<file path="src/rtl/tp84_rom_loader.sv">
// ---------------------------------------------------------------------------
// tp84_rom_loader
//
// Bridges the HPS download interface to the Time Pilot '84 core.
//  - Index 0 (ROM) bytes are split into six per-chip write ports. Each port
//    sees an address relative to the start of its own region.
//  - Index 1 (set info) byte at address 0 supplies the is_set3 flag.
//  - Index 254 (DIP) bytes at addresses 0 and 1 supply the two DIP bytes.
//  - The core is held in reset (core_hold) from the start of a ROM download
//    until HOLD_CYCLES clocks after the download ends.
//
// Ports:
//   clk_49m         system clock
//   reset           synchronous, active-low reset
//   ioctl_download  download in progress
//   ioctl_index     download type (0 ROM, 1 set info, 254 DIP)
//   ioctl_wr        one-cycle byte strobe
//   ioctl_addr      byte address within the download
//   ioctl_dout      byte data
//   rom_wr          one-hot ROM write strobe, bit n = region n
//   rom_addr        region-relative ROM address
//   rom_data        ROM write data
//   dip_sw0/1       raw DIP bytes
//   is_set3         bit 0 of the set-info byte
//   core_hold       high = keep the core in reset
//   load_done       one-cycle pulse when core_hold releases
//   load_error      sticky: a ROM byte fell beyond the last region
//   byte_count      ROM bytes accepted in the current/last download
// ---------------------------------------------------------------------------
module tp84_rom_loader #(
  parameter logic [24:0] R0_END      = 25'h08000,
  parameter logic [24:0] R1_END      = 25'h0A000,
  parameter logic [24:0] R2_END      = 25'h0C000,
  parameter logic [24:0] R3_END      = 25'h10000,
  parameter logic [24:0] R4_END      = 25'h18000,
  parameter logic [24:0] R5_END      = 25'h19000,
  parameter int          HOLD_CYCLES = 16
) (
  input  logic        clk_49m,
  input  logic        reset,
  input  logic        ioctl_download,
  input  logic [7:0]  ioctl_index,
  input  logic        ioctl_wr,
  input  logic [24:0] ioctl_addr,
  input  logic [7:0]  ioctl_dout,
  output logic [5:0]  rom_wr,
  output logic [14:0] rom_addr,
  output logic [7:0]  rom_data,
  output logic [7:0]  dip_sw0,
  output logic [7:0]  dip_sw1,
  output logic        is_set3,
  output logic        core_hold,
  output logic        load_done,
  output logic        load_error,
  output logic [24:0] byte_count
);

  localparam int CNT_W = (HOLD_CYCLES > 1) ? $clog2(HOLD_CYCLES) : 1;
  localparam logic [CNT_W-1:0] FLUSH_LAST = CNT_W'(HOLD_CYCLES - 1);

  // Every region is at most 32 KiB, so the region-relative address only
  // needs the low 15 bits of the byte address and of the region base
  // (the subtraction is exact modulo 2^15).
  localparam logic [14:0] BASE1 = R0_END[14:0];
  localparam logic [14:0] BASE2 = R1_END[14:0];
  localparam logic [14:0] BASE3 = R2_END[14:0];
  localparam logic [14:0] BASE4 = R3_END[14:0];
  localparam logic [14:0] BASE5 = R4_END[14:0];

  typedef enum logic [1:0] {
    IDLE    = 2'd0,
    LOADING = 2'd1,
    FLUSH   = 2'd2,
    DONE    = 2'd3
  } state_t;

  state_t           state;
  logic [CNT_W-1:0] flush_cnt;

  logic             rom_start;
  logic             rom_strobe_p0;
  logic [5:0]       sel_p0;
  logic [14:0]      offs_p0;
  logic             in_rng_p0;
  logic             vld_p0;
  logic             oor_p0;
  logic             set_wr_p0;
  logic             dip_wr_p0;

  // ---- stage p0: decode of the incoming download byte ----
  assign rom_start     = ioctl_download && (ioctl_index == 8'd0);
  assign rom_strobe_p0 = (state == LOADING) && ioctl_wr && (ioctl_index == 8'd0);
  assign set_wr_p0     = ioctl_wr && (ioctl_index == 8'd1) && (ioctl_addr == 25'd0);
  assign dip_wr_p0     = ioctl_wr && (ioctl_index == 8'd254) &&
                         (ioctl_addr[24:3] == 22'd0);

  always_comb begin
    sel_p0    = 6'b000000;
    offs_p0   = 15'd0;
    in_rng_p0 = 1'b1;
    if (ioctl_addr < R0_END) begin
      sel_p0  = 6'b000001;
      offs_p0 = ioctl_addr[14:0];
    end else if (ioctl_addr < R1_END) begin
      sel_p0  = 6'b000010;
      offs_p0 = ioctl_addr[14:0] - BASE1;
    end else if (ioctl_addr < R2_END) begin
      sel_p0  = 6'b000100;
      offs_p0 = ioctl_addr[14:0] - BASE2;
    end else if (ioctl_addr < R3_END) begin
      sel_p0  = 6'b001000;
      offs_p0 = ioctl_addr[14:0] - BASE3;
    end else if (ioctl_addr < R4_END) begin
      sel_p0  = 6'b010000;
      offs_p0 = ioctl_addr[14:0] - BASE4;
    end else if (ioctl_addr < R5_END) begin
      sel_p0  = 6'b100000;
      offs_p0 = ioctl_addr[14:0] - BASE5;
    end else begin
      in_rng_p0 = 1'b0;
    end
  end

  assign vld_p0 = rom_strobe_p0 && in_rng_p0;
  assign oor_p0 = rom_strobe_p0 && !in_rng_p0;

  // ---- stage p1: registered outputs and load sequencing ----
  always_ff @(posedge clk_49m) begin
    if (!reset) begin
      state      <= IDLE;
      flush_cnt  <= '0;
      rom_wr     <= 6'b000000;
      rom_addr   <= 15'd0;
      rom_data   <= 8'h00;
      dip_sw0    <= 8'h00;
      dip_sw1    <= 8'h00;
      is_set3    <= 1'b0;
      core_hold  <= 1'b1;
      load_done  <= 1'b0;
      load_error <= 1'b0;
      byte_count <= 25'd0;
    end else begin
      rom_wr    <= 6'b000000;
      load_done <= 1'b0;

      // A strobe on the cycle the download drops is still taken, because
      // the state is LOADING on that edge; its pulse lands in FLUSH.
      if (vld_p0) begin
        rom_wr     <= sel_p0;
        rom_addr   <= offs_p0;
        rom_data   <= ioctl_dout;
        byte_count <= byte_count + 25'd1;
      end
      if (oor_p0) begin
        load_error <= 1'b1;
      end

      if (set_wr_p0) begin
        is_set3 <= ioctl_dout[0];
      end
      if (dip_wr_p0) begin
        case (ioctl_addr[2:0])
          3'd0:    dip_sw0 <= ioctl_dout;
          3'd1:    dip_sw1 <= ioctl_dout;
          default: ;
        endcase
      end

      // ROM strobes are only accepted in LOADING, so the counter and error
      // clears below never collide with the datapath updates above.
      case (state)
        IDLE, DONE: begin
          if (rom_start) begin
            state      <= LOADING;
            core_hold  <= 1'b1;
            byte_count <= 25'd0;
            load_error <= 1'b0;
          end
        end
        LOADING: begin
          if (!ioctl_download) begin
            state     <= FLUSH;
            flush_cnt <= '0;
          end
        end
        FLUSH: begin
          if (flush_cnt == FLUSH_LAST) begin
            state     <= DONE;
            core_hold <= 1'b0;
            load_done <= 1'b1;
          end else begin
            flush_cnt <= flush_cnt + CNT_W'(1);
          end
        end
        default: state <= IDLE;
      endcase
    end
  end

endmodule
</file>
<file path="config.mk">
export PLATFORM = sky130hd
export DESIGN_NAME = tp84_rom_loader
export DESIGN_NICKNAME = d
export VERILOG_FILES = /design/src/rtl/tp84_rom_loader.sv
export SDC_FILE = /design/constraint.sdc
export NUM_CORES = 1
export LEC_CHECK = 0
export BUFFER_PORTS_ARGS = -buffer_cell sky130_fd_sc_hd__clkbuf_2
export CORE_ASPECT_RATIO = 0.75
export CORE_UTILIZATION = 57
export CTS_BUF_LIST = sky130_fd_sc_hd__clkbuf_4
export CTS_CLUSTER_SIZE = 20
export DETAILED_ROUTE_END_ITERATION = 10
export GPL_TIMING_DRIVEN = 0
export HOLD_SLACK_MARGIN = 0.08
export PLACE_DENSITY_LB_ADDON = 0.12
export SLEW_MARGIN = 20
export SYNTH_ARGS = -nofsm -noshare
export SYNTH_HDL_FRONTEND = slang
export SYNTH_SLANG_ARGS = --single-unit
export TNS_END_PERCENT = 1
</file>
<file path="constraint.sdc">
create_clock -name clk_49m -period 5.3 [get_ports clk_49m]
set_clock_uncertainty 0.2 [all_clocks]
set_input_delay 0 -clock clk_49m [delete_from_list [all_inputs] [get_ports clk_49m]]
set_output_delay 0 -clock clk_49m [all_outputs]
set_load 0.01 [all_outputs]
</file>
==> metrics.txt <==
outcome=complete, but fails checks; failing checks=DRC; Synth top area share=0.410; largest net degree at the start of global routing=15; first-pass GRT wire length=between 20000 and 25000 um; commonest non-fill, non-tap cell in the layout=clkbuf_2; Power Dens Cells=215 nW/um2; Hold Path Cell Cnt=5; Register Area=1600 um2; Core Util, Final=0.820; DRC=20; detailed placement HPWL=8390 um; later-pin clock latency in the skew report=0.44 ns; initial antenna violation count=0; Yosys warnings=0; top_reg_cell synth=dfxtp_1; Clock Sinks=80; layout cells sized above 1=0.264; Setup crit end kind=register; vias in the first global route=4275; area grow syn2layout=35.9%; hold_buf cts=61; Startpoint Class=input pin; Synth Register Bits=80; Setup Total Neg Slack=0 ns; Synth Instances=445; filler instances=417; num rows=25; number of cells on the worst reg-to-reg path=7; postcts setup bufs=0; post-cts sizing count=0; Setup CP Type=in -> reg; synthesized area per cell=roughly 8.8 um2; Critical Path AT=~4.4 ns; nets@finish=683; area leader, netlist=dfxtp_1; final setup violation count=0; n_diodes=0; worst vdd ir=0.153 mV; Pre-antenna DRT Iters=9; Antenna Nets Post-Route=0; crit path time final=4.20 ns; core area=approximately 6500 um2; Root Buffer=clkbuf_4; Initial Util=0.604; Worst Tran Pin Value=0.881 ns; Clk pin slew, worst setup/hold paths=around 0.13 ns; Cell Area, Synth=between 3000 and 4000 um2; CP required=5.48 ns; Final Hold Fails=0; most frequent cells in the layout=clkbuf_2, dfxtp_1, dlygate4sd3_1, nand2_1, mux2i_1; post-synthesis async set-or-reset flop share=0; GPL Wtd Cong=0.886; Final WS setup=1.10 ns; Seq/Total Area, Yosys=0.410; fin. max-slew vios=0; worst hold-check path type=in -> reg; DP Worst Slack=2.48 ns; Post-synth EDFFs=0; Vias=4524; top area cells in the synthesized netlist=dfxtp_1, mux2i_1, nor4_2, nand2_1, a21oi_1; Iter 0 DRT Violations=389; total die area=approximately 7200 um2; CTS tree=yes; Yosys cell types=47; Slew HR=0.413; IO Port Bufs=115; final WL=around 13000 um; Boundary Pins=119; worst-path fanout max=10; leakage power=2.17 nW; cts bufs inserted=9; Vias per Instance=6.30; multi-input logic area=2120 um2; clock buffer depth=2; reg2reg setup slack=2.42 ns; die width=97.6 um; die height=approximately 74 um; Fmax=238 MHz; DR WL/cell=18.6 um; RSZ-0062 raised after global routing=false; syn nets=approximately 500; Global Route Usage Sum=0.372; grt total ovfl=0; Max Cap Viol=0; Tcrit/Tclk final=0.793; H-tree Lvls=3
-- path summary, 6_finish.rpt --
| kind | start | endpoint |
|---|---|---|
| hold / removal | ioctl_addr[18] | byte_count[11] |
| hold reg to reg | dip_sw1[1] | dip_sw1[1] |
| setup / recovery | ioctl_addr[22] | rom_data[2] |
| setup reg to reg | state[0] | rom_data[1] |
-- routing by layer --
| metal | track usage | vias up | routed length (um) |
|---|---|---|---|
| met5 | 0 | - | 0 |
| met4 | 0.187 | 0 | 489 |
| met3 | 0.0723 | 56 | 1370 |
| met2 | 0.641 | 327 | 6250 |
| met1 | 0.453 | 2124 | 5220 |
| li1 | - | 2017 | - |
-- final cells by class --
| class | instances | share of cell area |
|---|---|---|
| Inverter | 12 | 0.00848 |
| Sequential cell | 80 | 0.301 |
| Timing Repair Buffer | 176 | 0.223 |
| Tap cell | 81 | 0.0191 |
| Clock buffer | 9 | 0.0127 |
| Multi-Input combinational cell | 321 | 0.399 |
| Clock inverter | 7 | 0.00919 |
| Buffer | 32 | 0.0266 |
-- per-stage QoR --
| step | hold WS (ns) | std cells | area, um2 | power (mW) |
|---|---|---|---|---|
| detailed placement | 0.0587 | 641 | 4590 | 0.801 |
| global placement | 0.0506 | 641 | 4590 | 0.793 |
| floorplan | -0.0523 | 445 | 3910 | 0.745 |
| global route | 0.151 | 718 | 5310 | 1.19 |
| finish | 0.144 | 718 | 5310 | 1.14 |
| CTS | 0.0833 | 718 | 5310 | 1.13 |
-- power breakdown --
group          internal (mW)  switching, mW
clock                 0.0951          0.229
combinational         0.0816          0.113
sequential             0.613         0.0118
total                  0.790          0.354
-- registers in the layout, indices dropped and copies added (netlist names), 2 cells and up --
signal      count
dip_sw0         8
rom_data        8
rom_addr       15
state           2
rom_wr          6
flush_cnt       4
byte_count     25
dip_sw1         8
-- kinds of logic (layout without fill, tap and decap cells) --
logic type,Yosys count,after routing,share of synthesized area
compound gates,83,83,0.125
xor+xnor,1,1,0.00224
fa+ha+maj,6,6,0.0192
buf+inv,44,236,0.0477
flops,80,80,0.410
mux,36,36,0.0922
simple gates,195,195,0.303
-- synthesized netlist by cell type, drive strengths merged, types with 12 or more instances --
master and count:
buf 12, inv 12, o21ai 27, nand3 35, nand2 59, clkbuf 20, dfxtp 80, mux2i 36
nor4 24, nand2b 17, a21oi 35, nand4 14
-- worst max-delay path: stages --
cell           delay [ns]
dlygate4sd3_1        0.55
clkbuf_2             0.12
or4_4                0.53
dlygate4sd3_1        0.65
a311oi_2             0.79
buf_2                0.36
nand3_1              0.10
dlygate4sd3_1        0.57
a21oi_1              0.14
dlygate4sd3_1        0.57
(Power assumes the default switching activity.)
